`config.mk`:
```
export PLATFORM = sky130hd
export DESIGN_NAME = rram_instr_arbiter
export DESIGN_NICKNAME = d
export VERILOG_FILES = /design/src/rtl/rram_ctrl_pkg.sv /design/src/rtl/rram_rr_arb2.sv /design/src/rtl/rram_instr_arbiter.sv
export SDC_FILE = /design/constraint.sdc
export NUM_CORES = 1
export LEC_CHECK = 0
export CAP_MARGIN = 15
export CORE_ASPECT_RATIO = 1.1
export CORE_MARGIN = 4
export CORE_UTILIZATION = 39
export DETAILED_ROUTE_END_ITERATION = 12
export PLACE_DENSITY = 0.85
export SLEW_MARGIN = 20
export SYNTH_ARGS = -nofsm -noshare
export SYNTH_HDL_FRONTEND = slang
export SYNTH_SLANG_ARGS = --single-unit
```
`constraint.sdc`:
```
create_clock -name CLK -period 1.8 [get_ports CLK]
set_clock_uncertainty 0.1 [all_clocks]
set_input_delay 0.36 -clock CLK [delete_from_list [all_inputs] [get_ports CLK]]
set_output_delay 0.36 -clock CLK [all_outputs]
set_load 0.01 [all_outputs]
```
`src/rtl/rram_ctrl_pkg.sv`:
```
// Shared types and widths for the RRAM crossbar controller instruction path.
// Used by the instruction arbiter and the controller's instruction decoder.
package rram_ctrl_pkg;

    localparam int unsigned INSTR_CLS_W = 4;
    localparam int unsigned INSTR_OP_W  = 16;
    localparam int unsigned INSTR_W     = INSTR_CLS_W + INSTR_OP_W;

    typedef enum logic {
        SRC_EXT = 1'b0,
        SRC_HD  = 1'b1
    } instr_src_t;

    // Class in the upper bits, opcode/operand in the lower bits.
    typedef struct packed {
        logic [INSTR_CLS_W-1:0] cls;
        logic [INSTR_OP_W-1:0]  opcode;
    } instr_word_t;

    localparam int unsigned REQ_EXT = 0;
    localparam int unsigned REQ_HD  = 1;

endpackage

```
`src/rtl/rram_rr_arb2.sv`:
```
// Two-requester round-robin arbiter; on a tie the requester not granted last wins.
// Grants only while adv_i is high, and only a grant moves the last-grant pointer.
module rram_rr_arb2
    import rram_ctrl_pkg::*;
(
    input  logic       clk,
    input  logic       rst_n,
    input  logic [1:0] req_i,
    input  logic       adv_i,
    output logic [1:0] gnt_o
);

    instr_src_t last_q, last_d;

    // NOTE: every output of a combinational block gets a default first, so no path leaves it unassigned and infers a latch.
    always_comb begin
        gnt_o = 2'b00;
        if (adv_i) begin
            unique case (req_i)
                2'b01:   gnt_o = 2'b01;
                2'b10:   gnt_o = 2'b10;
                2'b11:   gnt_o = (last_q == SRC_HD) ? 2'b01 : 2'b10;
                default: gnt_o = 2'b00;
            endcase
        end
    end

    always_comb begin
        last_d = last_q;
        if (gnt_o[REQ_HD]) begin
            last_d = SRC_HD;
        end else if (gnt_o[REQ_EXT]) begin
            last_d = SRC_EXT;
        end
    end

    // Reset to hd so the first tie after reset goes to ext.
    // NOTE: sequential state is written with non-blocking assignments so every flop samples pre-edge values.
    always_ff @(posedge clk or negedge rst_n) begin
        if (!rst_n) begin
            last_q <= SRC_HD;
        end else begin
            last_q <= last_d;
        end
    end

endmodule

```
`src/rtl/rram_instr_arbiter.sv`:
```
// Merges the ext and hd instruction FIFOs into one valid/ready stream for the
// crossbar controller: round-robin pop, one-entry output register, issue counters.
module rram_instr_arbiter
    import rram_ctrl_pkg::*;
#(
    parameter int unsigned INSTR_WIDTH  = INSTR_CLS_W,
    parameter int unsigned OPCODE_WIDTH = INSTR_OP_W,
    parameter int unsigned CNT_WIDTH    = 16
) (
    input  logic                                CLK,
    input  logic                                rst_n,
    input  logic                                empty_instFIFO_ext,
    input  logic [INSTR_WIDTH+OPCODE_WIDTH-1:0] dout_instFIFO_ext,
    output logic                                pop_n_instFIFO_ext,
    input  logic                                empty_instFIFO_hd,
    input  logic [INSTR_WIDTH+OPCODE_WIDTH-1:0] dout_instFIFO_hd,
    output logic                                pop_n_instFIFO_hd,
    input  logic                                hd_en,
    input  logic                                halt,
    output logic                                instr_valid,
    input  logic                                instr_ready,
    output logic [INSTR_WIDTH+OPCODE_WIDTH-1:0] instr_data,
    output logic                                instr_src,
    output logic [CNT_WIDTH-1:0]                issue_cnt_ext,
    output logic [CNT_WIDTH-1:0]                issue_cnt_hd
);

    localparam int unsigned W = INSTR_WIDTH + OPCODE_WIDTH;

    logic [1:0]           req;
    logic [1:0]           gnt;
    logic                 can_load;
    logic                 accept;

    logic                 valid_q, valid_d;
    logic [W-1:0]         data_q, data_d;
    instr_src_t           src_q, src_d;
    logic [CNT_WIDTH-1:0] cnt_ext_q, cnt_ext_d;
    logic [CNT_WIDTH-1:0] cnt_hd_q, cnt_hd_d;

    assign req[REQ_EXT] = !empty_instFIFO_ext;
    assign req[REQ_HD]  = !empty_instFIFO_hd && hd_en;

    // rst_n gates the grant: a pop taken while in reset would be lost with the cleared register.
    assign can_load = rst_n && !halt && (!valid_q || instr_ready);
    assign accept   = valid_q && instr_ready;

    rram_rr_arb2 u_arb (
        .clk   (CLK),
        .rst_n (rst_n),
        .req_i (req),
        .adv_i (can_load),
        .gnt_o (gnt)
    );

    assign pop_n_instFIFO_ext = !gnt[REQ_EXT];
    assign pop_n_instFIFO_hd  = !gnt[REQ_HD];

    always_comb begin
        valid_d = valid_q;
        data_d  = data_q;
        src_d   = src_q;
        if (gnt[REQ_HD]) begin
            valid_d = 1'b1;
            data_d  = dout_instFIFO_hd;
            src_d   = SRC_HD;
        end else if (gnt[REQ_EXT]) begin
            valid_d = 1'b1;
            data_d  = dout_instFIFO_ext;
            src_d   = SRC_EXT;
        end else if (accept) begin
            valid_d = 1'b0;
        end
    end

    // Counters stick at all-ones rather than wrapping.
    always_comb begin
        cnt_ext_d = cnt_ext_q;
        cnt_hd_d  = cnt_hd_q;
        if (accept && (src_q == SRC_EXT) && (cnt_ext_q != '1)) begin
            cnt_ext_d = cnt_ext_q + CNT_WIDTH'(1);
        end
        if (accept && (src_q == SRC_HD) && (cnt_hd_q != '1)) begin
            cnt_hd_d = cnt_hd_q + CNT_WIDTH'(1);
        end
    end

    always_ff @(posedge CLK or negedge rst_n) begin
        if (!rst_n) begin
            valid_q   <= 1'b0;
            data_q    <= '0;
            src_q     <= SRC_EXT;
            cnt_ext_q <= '0;
            cnt_hd_q  <= '0;
        end else begin
            valid_q   <= valid_d;
            data_q    <= data_d;
            src_q     <= src_d;
            cnt_ext_q <= cnt_ext_d;
            cnt_hd_q  <= cnt_hd_d;
        end
    end

    assign instr_valid   = valid_q;
    assign instr_data    = data_q;
    assign instr_src     = src_q;
    assign issue_cnt_ext = cnt_ext_q;
    assign issue_cnt_hd  = cnt_hd_q;

endmodule

```
==> results of run 1 <==
[routing by layer]
layer	track usage (%)	share of wire [%]	vias up	wire [um]
met2	28.4	54	78	3720
met5	0	0	-	0
met4	3.77	0.70	0	48
met1	19.5	39	1141	2690
li1	-	-	1154	-
met3	3.32	6.0	4	412
[report_power, final]
group	switching (uW)	total (uW)	internal [uW]
clock network	386	659	273
registers	138	1560	1430
logic	479	1170	695
total	1000	3400	2390
[sequential cells by signal, summed over array words and instances, names as in the netlist]
signal         flops
issue_cnt_hd      16
u_arb.last_q       1
instr_src          1
instr_valid        1
instr_data        20
issue_cnt_ext     16
[worst max-delay path, delay by kind of cell, from the launching register on]
| family | cells | cell delay [ns] |
|---|---|---|
| simple gates | 2 | 0.20 |
| compound gates | 1 | 0.25 |
| buf+inv | 2 | 0.28 |
| flops | 1 | 0.42 |
[cells in the mapped netlist, drive strengths merged, types with 4 or more instances]
cell type / n / share of area [%]
mux2i: 20 / 7.6
xnor2: 23 / 7.6
nand2: 20 / 2.8
nor2: 30 / 4.3
nand3: 15 / 3.0
and3: 4 / 1.0
mux2: 5 / 2.4
nand4: 11 / 2.8
a21oi: 22 / 4.2
dfrtp: 54 / 51
buf: 6 / 2.6
[timing repair]
item,4_1_cts,5_1_grt
endpoints found under the hold margin,0,0
endpoints found under the setup margin,42,46
pin swaps,2,8
resized for setup,31,24
cloned,0,1
buffers inserted,5,13
[path summary, 6_finish.rpt]
path / endpoint / slack, ns
setup / recovery: pop_n_instFIFO_hd / -0.11
hold / removal: issue_cnt_ext[14] / 0.11
setup reg to reg: instr_data[3] / -0.01
hold reg to reg: issue_cnt_ext[7] / 0.40
max in group asynchronous: issue_cnt_ext[12] / 0.96
min in group CLK: issue_cnt_ext[7] / 0.40
[logic make-up (layout without fill, tap and decap cells)]
logic type | count (synthesis) | in the layout | synth area share [%]
DFF | 55 | 55 | 52.1
muxes | 25 | 25 | 9.99
adders and majority gates | 2 | 2 | 0.946
AOI/OAI and AO/OA | 30 | 31 | 7.05
xor gates and xnor gates | 26 | 26 | 8.61
buffers and inverters | 11 | 162 | 3.27
and+or+nand+nor | 93 | 93 | 18.0
[layout make-up]
cell class | count | area [sq um] | area share [%]
multi-input combinational | 177 | 1300 | 30.2
clock buffer | 6 | 72.6 | 1.69
clock inverter | 2 | 12.5 | 0.291
inverter | 3 | 11.3 | 0.262
timing repair buffer | 151 | 1420 | 33.0
sequential | 55 | 1390 | 32.2
tap | 82 | 103 | 2.38
[metrics by stage]
| stage | instance area (sq um) | total power, uW | worst slack [ns] | setup TNS [ns] |
|---|---|---|---|---|
| 2_1_floorplan | 2650 | 1970 | 0.00102 | 0 |
| 3_3_place_gp | 3950 | 2610 | -0.760 | -16.38 |
| 3_5_place_dp | 3950 | 2650 | -0.772 | -18.56 |
| 4_1_cts | 4090 | 3310 | -0.143 | -0.501 |
| 5_1_grt | 4300 | 3610 | -0.209 | -2.78 |
| 6_report | 4300 | 3400 | -0.109 | -0.201 |
==> results list, run 1 <==
- Result of the run: finished with violations
- The checks that failed: setup timing.
- WHS: 0.113 ns
- Layout net count: 442
* CP Capture Type: output port
* Post-synthesis to final-layout area growth: 62.8%
- For the pin with the worst max-slew slack, the measured transition is 0.686 ns.
- The library cells used most frequently in the layout, excluding fill and tap cells, are clkdlybuf4s50_1, dfrtp_1, buf_4.
- In this run the critical register-to-register path is launched from instr_valid.
- The worst setup path is of the flop to output port kind.
- The first global-routing pass estimated 10500 um of wire.
- Count of flip-flops with a built-in enable after synthesis: 0
- Among the stages of the critical path, the cell type that occurs most often is buf_6.
- For this run, the detailed router's first-pass iteration total came to 4.
- Worst Slack Setup Final: -0.109 ns
- The number of cells on the worst reg-to-reg path is 7.
* Proportion of layout cells with a drive suffix above 1: 23.6%
- Number of DRC violations after detailed-routing iteration 0: 74
- CP required: 1.34 ns
* WL/cell: 14.4 um
* Routed vias: 2377
* Global-route congestion overflow total: 0
- Hold/Removal Path Class: input port to async pin
- At the end of routability-driven placement, the weighted congestion stood at 0.751.
- Among all stages on the critical path, the largest delay is contributed by dfrtp_1.
- The count of endpoints failing hold in the final timing report came to 0.
* Sequential share of the synthesized area: 52.1%
* Max-slew violation count: 0
- The count of cells in the finished layout, fillers not included, comes to 476.
* Residual DRC: 0
- Final cycle utilization of the critical path: 106%
* FF+latch count, synth: 55
* Net count of the mapped netlist: 291
- VDD sags by at most 527 uV.
- In this run the remaining antenna-violating nets after routing total 0.
* Floorplan row count: 31
- TritonCTS clock tree: done
- Vias in the first global route: 2310
- Post-layout util: 65.3%
- Element type at the critical path start: flop
- Wires add up to 6880 um.
- Distinct cells, synth: 39
* Max FO, Critical Path: 2
* Peak Freq: 524 MHz
- Critical Path Start: instr_valid
- The average instance in the mapped netlist occupies 10.9 sq um.
- The clock passes through at most 2 buffers.
- Share of flip-flops with an asynchronous set or reset after synthesis: 100%
- The tree is rooted in a clkbuf_8.
- Die span in y: 94.4 um
- After clock tree synthesis, the clock-pin slew on the worst setup and hold paths is 0.10 ns.
- Primary FF master, synth: dfrtp_1
* Clock insertion delay at the later pin of the skew report: 0.30 ns
- Global-route total usage across every layer: 15.9%
* Number of cells in the design after placement: 449
- Number of max-capacitance violations reported: 0
* Fill cell instance count of the final layout: 533
* DP Wirelength: 4860 um
- The H-tree was split into 2 levels.
- In the synthesized netlist, the number of instances is 242.
- The core region is 0.00659 sq mm.
* Static leakage power: 0.00210 uW
* Max stage delay on crit path: 0.42 ns
- The initial utilization of the core area, before any placement, comes to 40.1%.
- Buffers inserted during clock tree synthesis total 5.
- Period minus WS final: 1.91 ns
- Most common library cell in the layout ignoring fill and taps: clkdlybuf4s50_1
- Critical path arrival: 1.45 ns
- Post-synthesis cell area: 0.00264 sq mm
- Power spread over the standard cell area amounts to 789 mW/mm^2.
- Using the TritonRoute via totals, the vias-per-cell ratio works out to 4.99.
- The die covers 0.00816 sq mm.
- During synthesis, Yosys emitted a total of 0 warnings.
- Pin count of the biggest net entering global routing: 56
- Horizontal die dimension: 86.5 um
- In this run, post-CTS hold repair placed 0 buffers.
- Antenna diode instance count: 0
- Max transition margin: 54.3%
- Initial antenna violation count: 0
* Unrepaired setup endpoints after global routing: true
- The clock drives 55 sinks.
* Series of cell instances along the critical path: nand2b_4 -> nand3b_1 -> buf_6 -> a211o_1 -> buf_6
- I/O pin count: 103
- Port-buffer cells: 102
- Setup violations remaining at the end of the flow were counted as 4.
Note: power is estimated with default switching activity, not from simulation.
==> run 2: changes to the inputs <==
--- a/config.mk
+++ b/config.mk
@@ -8,9 +8,11 @@
 export CAP_MARGIN = 15
 export CORE_ASPECT_RATIO = 1.1
 export CORE_MARGIN = 4
-export CORE_UTILIZATION = 39
+export CORE_UTILIZATION = 41
+export CTS_BUF_LIST = sky130_fd_sc_hd__clkbuf_2 sky130_fd_sc_hd__clkbuf_4 sky130_fd_sc_hd__clkbuf_8
 export DETAILED_ROUTE_END_ITERATION = 12
-export PLACE_DENSITY = 0.85
+export MAX_ROUTING_LAYER = met4
+export PLACE_DENSITY = 0.88
 export SLEW_MARGIN = 20
 export SYNTH_ARGS = -nofsm -noshare
 export SYNTH_HDL_FRONTEND = slang
==> run 2 against run 1 <==
Against the previous run:
- the flow still finishes with violations (setup timing)
- utilization is 4.5 points higher
- final area is 1.0% higher
- total power is 4.9% higher
- via count is 0.21% higher
- global-route usage is 2.0 points higher
- non-clock buffer count is 1 higher
- critical path type unchanged
- largest power group unchanged
- highest routed layer unchanged
==> results list, run 2 (synthesis results as in run 1) <==
- The cts-stage hold buffer count came to 0 (unchanged).
* CP required: 1.34 ns (about the same)
- Transition at the pin with the smallest max-transition slack: 0.706 ns (+0.0195 ns)
* Worst Slack Setup Final: -0.117 ns (-0.00769 ns)
- The ratio of total power to cell area is 820 mW/mm^2 (+3.8%).
- The count of endpoints failing hold in the final timing report is 0 (unchanged).
- The detailed-route wire length per cell came to 15.1 um (+4.6%).
* Bufs on Longest Clock Path: 2 (unchanged)
- Unrepaired setup endpoints after global routing: true
- The via count of the first global-routing pass was 2408 (+4.2%).
* Total Power Consumption: 3560 uW (+4.9%)
* Core area: 0.00623 sq mm (-5.5%)
* Pre-CTS setup slack: -0.763 ns (+0.00858 ns)
* I/O pin count: 103 (unchanged)
- Result of the run: finished with violations
- The share of layout cells above drive strength 1 came to 24.6% (+0.95 points).
* First-pass detailed-route iteration total: 4 (unchanged)
* Die span in y: 92.2 um (-2.3%)
- The number of placement rows came to 30 (-3.2%).
* Static leakage power: 0.00211 uW (+0.60%)
* TritonCTS clock tree: done
- The post-place instance area was 0.00396 sq mm (+0.44%).
- Drt total wl: 7190 um (+4.6%)
* Post-CTS clock slew at the launch and capture registers of the worst setup and hold paths: 0.10 ns (about the same)
- Critical path arrival: 1.46 ns (about the same)
- The total global routing track utilization came to 17.9% (+2.0 points).
- Most common library cell in the layout ignoring fill and taps: clkdlybuf4s50_1
* Worst-case vdd ir drop: 606 uV (+15%)
- The critical path is of the flop to output port type.
* Root cell of the clock tree: clkbuf_8
- Relative to the synthesized area, the layout overhead comes to 64.4%.
* Number of max-capacitance violations reported: 0 (unchanged)
- The final critical-path required period was 1.92 ns (+0.00769 ns).
* Global-route congestion overflow total: 0 (unchanged)
- The initial core utilization is 42.4% (+2.3 points).
- The DRC violations left is 0 (unchanged).
- The number of design-rule violations left by the first detailed-router iteration came to 72 (-2.7%).
- The tightest slew margin relative to the limit is 53.0% (-1.3 points).
- Initial antenna violation count: 1 (+1)
- Number of buffers created by CTS: 5 (unchanged)
- Flip-flop count of the largest register, all copies and words added: 20 (unchanged)
- The detailed-route via count came to 2382 (+0.21%).
- The die width was 84.6 um (-2.2%).
* Port-buffer cells: 102 (unchanged)
- Peak Freq: 522 MHz (-0.40%)
- The share of the cycle needed by the critical path after routing came to 106% (+0.43 points).
- Post-DRT Antenna Nets: 0 (unchanged)
* Number of vias per cell: 5.00 (+0.21%)
- The biggest fanout along the worst timing path came to 2 (unchanged).
- The clock latency reported for the late side of the worst-skew pair is 0.30 ns (about the same).
- Final std cell area, no fill: 0.00435 sq mm (+1.0%)
- The first-pass GRT wire length came to 11000 um (+5.0%).
* Most frequent cells in the layout: clkdlybuf4s50_1, buf_4, dfrtp_1
* DP Wirelength: 5060 um (+4.2%)
- The number of nets at the end of the flow is 443 (+0.23%).
- The die area was 0.00780 sq mm (-4.4%).
- Max H-tree Level: 2 (unchanged)
* CP Capture Type: output port
- Element type at the critical path start: flop
* Setup violations, final: 2 (-2)
- Hold/Removal Path Class: input port to async pin
- Number of sinks driven by the clock tree: 55 (unchanged)
* Max-slew violation count: 0 (unchanged)
- The placer congestion estimate is 0.767 (+2.2%).
- The final reports fail on setup timing.
- Pin count of the biggest net entering global routing: 56 (unchanged)
run 2: cell count changes in the layout (fill, tap and decap cells not counted), sizes merged:
cell,change
buf,+1
bufinv,+1
clkdlybuf4s50,-1
clkinv,-1
clkinvlp,-1
diode,+1
dlygate4sd2,+3
dlymetal6s2s,-2
inv,+1
run 2: cell type report:
cell class	count	area, sq um
sequential	55	1390
multi-input combinational	177	1310
fill	487	1880
timing repair buffer	152	1420
clock inverter	2	38.8
inverter	3	11.3
clock buffer	6	82.6
antenna	1	2.50
tap	80	100
run 2: repair_timing:
item | 4_1_cts | 5_1_grt
pin swaps | 2 | 9
endpoints found under the setup margin | 42 | 47
buffers inserted | 3 | 16
gates cloned | 0 | 1
resized for setup | 34 | 23
run 2: per-layer routing:
layer / routed length, um / vias up / part of all wire (%) / track usage (%)
li1: - / 1149 / - / -
met1: 2790 / 1158 / 39 / 20.3
met2: 3970 / 64 / 55 / 31.8
met3: 343 / 11 / 4.8 / 4.22
met4: 89 / 0 / 1.2 / 4.22
met5: 0 / - / 0 / -
run 2: per-stage QoR:
stage / cells / TNS (ns) / hold slack, ns / util [%]
6_report: 476 / -0.190 / 0.138 / 69.8
5_1_grt: 476 / -1.95 / 0.189 / 69.8
4_1_cts: 459 / -0.277 / 0.165 / 66.1
3_5_place_dp: 448 / -18.08 / 0.386 / 63.6
3_3_place_gp: 448 / -16.96 / 0.381 / 63.6
2_1_floorplan: 242 / 0 / -0.0356 / -
run 2: worst max-delay path, stage by stage (launching register included):
cell      delay (ns)
dfrtp_1         0.42
nand2b_4        0.08
nand3b_1        0.12
buf_6           0.14
a211o_1         0.24
buf_2           0.15
run 2: worst paths after layout:
| path | start | end | slack (ns) | cells after the start |
|---|---|---|---|---|
| min | rst_n | issue_cnt_ext[13] | 0.14 | 2 |
| max in group asynchronous | rst_n | issue_cnt_hd[9] | 0.95 | 2 |
| min reg2reg | issue_cnt_ext[15] | issue_cnt_ext[15] | 0.40 | 1 |
| min in group CLK | instr_ready | instr_valid | 0.39 | 3 |
| max reg2reg | issue_cnt_hd[1] | issue_cnt_hd[1] | 0.01 | 6 |
| max | instr_valid | pop_n_instFIFO_hd | -0.12 | 5 |
run 2: report_power, final:
group	internal [uW]	total [uW]	leakage [uW]	switching (uW)
clock network	458	861	0.0000618	403
registers	1430	1570	0.000677	142
logic	669	1130	0.00137	466
==> run 3: changes to the inputs <==
--- a/config.mk
+++ b/config.mk
@@ -8,12 +8,12 @@
 export CAP_MARGIN = 15
 export CORE_ASPECT_RATIO = 1.1
 export CORE_MARGIN = 4
-export CORE_UTILIZATION = 41
+export CORE_UTILIZATION = 45
 export CTS_BUF_LIST = sky130_fd_sc_hd__clkbuf_2 sky130_fd_sc_hd__clkbuf_4 sky130_fd_sc_hd__clkbuf_8
 export DETAILED_ROUTE_END_ITERATION = 12
 export MAX_ROUTING_LAYER = met4
-export PLACE_DENSITY = 0.88
-export SLEW_MARGIN = 20
+export PLACE_DENSITY = 0.91
+export SLEW_MARGIN = 5
 export SYNTH_ARGS = -nofsm -noshare
 export SYNTH_HDL_FRONTEND = slang
 export SYNTH_SLANG_ARGS = --single-unit
==> constraint.sdc (replaced) <==
create_clock -name CLK -period 2.2 [get_ports CLK]
set_clock_uncertainty 0.1 [all_clocks]
set_input_delay 0.44 -clock CLK [delete_from_list [all_inputs] [get_ports CLK]]
set_output_delay 0.44 -clock CLK [all_outputs]
set_load 0.01 [all_outputs]
==> run 3 against run 2 <==
Against the previous run:
- combinational power shrank 33%
- final area shrank 9.7%
- flip-flop and latch count is the same
- die area shrank 8.1%
- utilization shrank 1.3 points
- worst setup slack gained 0.18 ns
- critical path type is now input port to output port
- sequential power shrank 16%
- the run now ends clean
==> results list, run 3 (synthesis results as in run 1) <==
* CP required: 1.66 ns (+0.32 ns)
* Drt total wl: 6220 um (-13%)
- Hold/Removal Path Class: input port to async pin
* Number of vias per cell: 5.19 (+3.7%)
* Proportion of power drawn by combinational gates: 27.5% (-4.3 points)
- First-pass detailed-route iteration total: 5 (+1)
- Max FO, Critical Path: 2 (unchanged)
- Post-synthesis to final-layout area growth: 48.5%
- The tightest slew margin relative to the limit was 54.7% (+1.8 points).
- The library cell used most frequently in the layout, excluding fill and tap cells, is clkdlybuf4s50_1.
- The initial core utilization came to 46.1% (+3.7 points).
- CP Capture Type: output port
- Residual DRC: 0 (unchanged)
- The leakage power summed over all cells is 0.00172 uW (-19%).
- The number of CTS-inserted buffers is 5 (unchanged).
- The count of antenna diodes in the layout is 0 (-1).
- Number of sinks driven by the clock tree: 55 (unchanged)
- Weighted congestion reported at the end of routability-driven placement: 0.817 (+6.5%)
* Transition at the pin with the smallest max-transition slack: 0.679 ns (-0.0267 ns)
* Most frequent cells in the layout: clkdlybuf4s50_1, dfrtp_1, nor2_1
- Wire length of the first global-routing pass: 9820 um (-11%)
- Setup violations, final: 0 (-2)
- Global-route congestion overflow total: 0 (unchanged)
- The clock-pin slew of the registers on the worst-case setup and hold paths is 0.10 ns (about the same).
- The count of endpoints failing hold in the final timing report was 0 (unchanged).
- Port-buffer cells: 102 (unchanged)
- The die width was 81.1 um (-4.1%).
- The cts-stage hold buffer count came to 0 (unchanged).
* I/O pin count: 103 (unchanged)
* Final cycle utilization of the critical path: 97.3%
* Clock insertion delay at the later pin of the skew report: 0.31 ns (about the same)
- The share of layout cells above drive strength 1 is 11.8% (-13 points).
* Peak Freq: 467 MHz
* Period minus WS final: 2.14 ns
- The internal power was 1990 uW (-22%).
- Number of DRC violations after detailed-routing iteration 0: 38 (-47%)
- The initial antenna violation count came to 0 (-1).
* Core area: 0.00573 sq mm (-8.0%)
- Pin count of the biggest net entering global routing: 56 (unchanged)
* Vias in the first global route: 2194 (-8.9%)
- Element type at the critical path start: input port
- The final max-slew violation count is 0 (unchanged).
- The switching power as a share of total power came to 27.8% (-0.53 points).
- The power spent charging and discharging nets was 767 uW (-24%).
- Max H-tree Level: 2 (unchanged)
- The die area was 0.00717 sq mm (-8.1%).
- Bufs on Longest Clock Path: 2 (unchanged)
- The count of nets left with antenna violations after detail routing was 0 (unchanged).
- The detailed-route via count came to 2253 (-5.4%).
- The number of max-cap violations came to 0 (unchanged).
* Worst-case vdd ir drop: 499 uV (-18%)
* Global-route total usage across every layer: 18.3% (+0.46 points)
* Flip-flop count of the largest register, all copies and words added: 20 (unchanged)
- Root cell of the clock tree: clkbuf_8
- Unrepaired setup endpoints after global routing: false
- The ratio of total power to cell area is 702 mW/mm^2 (-14%).
- The post-DP HPWL is 4890 um (-3.4%).
- Pre-CTS setup slack: -0.517 ns (+0.246 ns)
* WHS: 0.221 ns (+0.0827 ns)
- The number of nets at the end of the flow was 405 (-8.6%).
- The number of placement rows is 29 (-3.3%).
- The y dimension of the die was 88.4 um (-4.2%).
* WL/cell: 14.3 um (-5.1%)
* TritonCTS clock tree: done
* Share of power burned in the clock network: 24.7% (+0.5 points)
- The post-route worst setup slack came to 0.0600 ns (+0.177 ns).
- The critical path in this run is classified as input port to output port.
- The run finished with clean final reports.
* Final non-filler cell total: 434 (-8.8%)
- Number of cells in the design after placement: 426 (-4.9%)
- Part of the power in registers: 47.7% (+3.7 points)
* Critical path arrival: 1.60 ns (+0.14 ns)
run 3: changes by cell type in the layout (fill, tap and decap cells not counted), sizes merged:
| cell | delta |
|---|---|
| a31oi | -1 |
| dlymetal6s2s | -7 |
| diode | -1 |
| clkinv | +1 |
| inv | -1 |
| buf | -37 |
| clkdlybuf4s50 | +20 |
| dlygate4sd2 | -13 |
run 3: power groups by stage:
stage	sequential [uW]	clock [uW]	combinational, uW
global placement	1320	0	741
detailed placement	1330	0	766
CTS	1310	703	773
global route	1340	758	825
finish	1320	681	759
floorplan	1380	0	234
run 3: through the flow:
step                instance area (sq um)  setup TNS, ns  total power, uW  utilization [%]
CTS                                  3920              0             2790             68.4
finish                               3930              0             2760             68.5
global placement                     3790          -4.56             2060             66.2
floorplan                            2640              0             1610                -
global route                         3930              0             2920             68.5
detailed placement                   3790          -4.63             2100             66.2
run 3: layout make-up:
class | count | area, sq um
clock buffers | 6 | 82.6
clock inverters | 2 | 35.0
fillers | 463 | 1810
inverters | 3 | 11.3
multi-input cells | 176 | 1190
flip-flops and latches | 55 | 1380
well taps | 77 | 96.3
repair buffers | 115 | 1130
run 3: critical path, cell delays in order:
cell	delay [ns]
clkdlybuf4s50_1	0.40
nand3b_1	0.19
buf_4	0.16
a211o_1	0.29
buf_6	0.13
run 3: worst paths after layout:
path | startpoint | endpoint | slack [ns] | cells after the start
max | halt | pop_n_instFIFO_hd | 0.06 | 5
min | rst_n | issue_cnt_hd[7] | 0.22 | 2
max reg2reg | issue_cnt_hd[0] | issue_cnt_hd[1] | 0.25 | 5
min reg2reg | u_arb.last_q | u_arb.last_q | 0.37 | 2
max in group asynchronous | rst_n | issue_cnt_ext[8] | 1.34 | 2
min in group CLK | u_arb.last_q | u_arb.last_q | 0.37 | 2
run 3: repair_timing:
item,CTS,global route
buffers inserted,0,0
cloned,0,0
hold endpoints to repair,0,0
setup endpoints to repair,2,1
gates resized for setup,12,1
run 3: metal layers:
layer,share of wire (%),vias to the layer above,GRT usage [%]
met5,0,-,-
met4,1.4,0,6.14
met3,7.6,9,6.92
met2,54,69,31.6
met1,38,1103,19.2
li1,-,1072,-
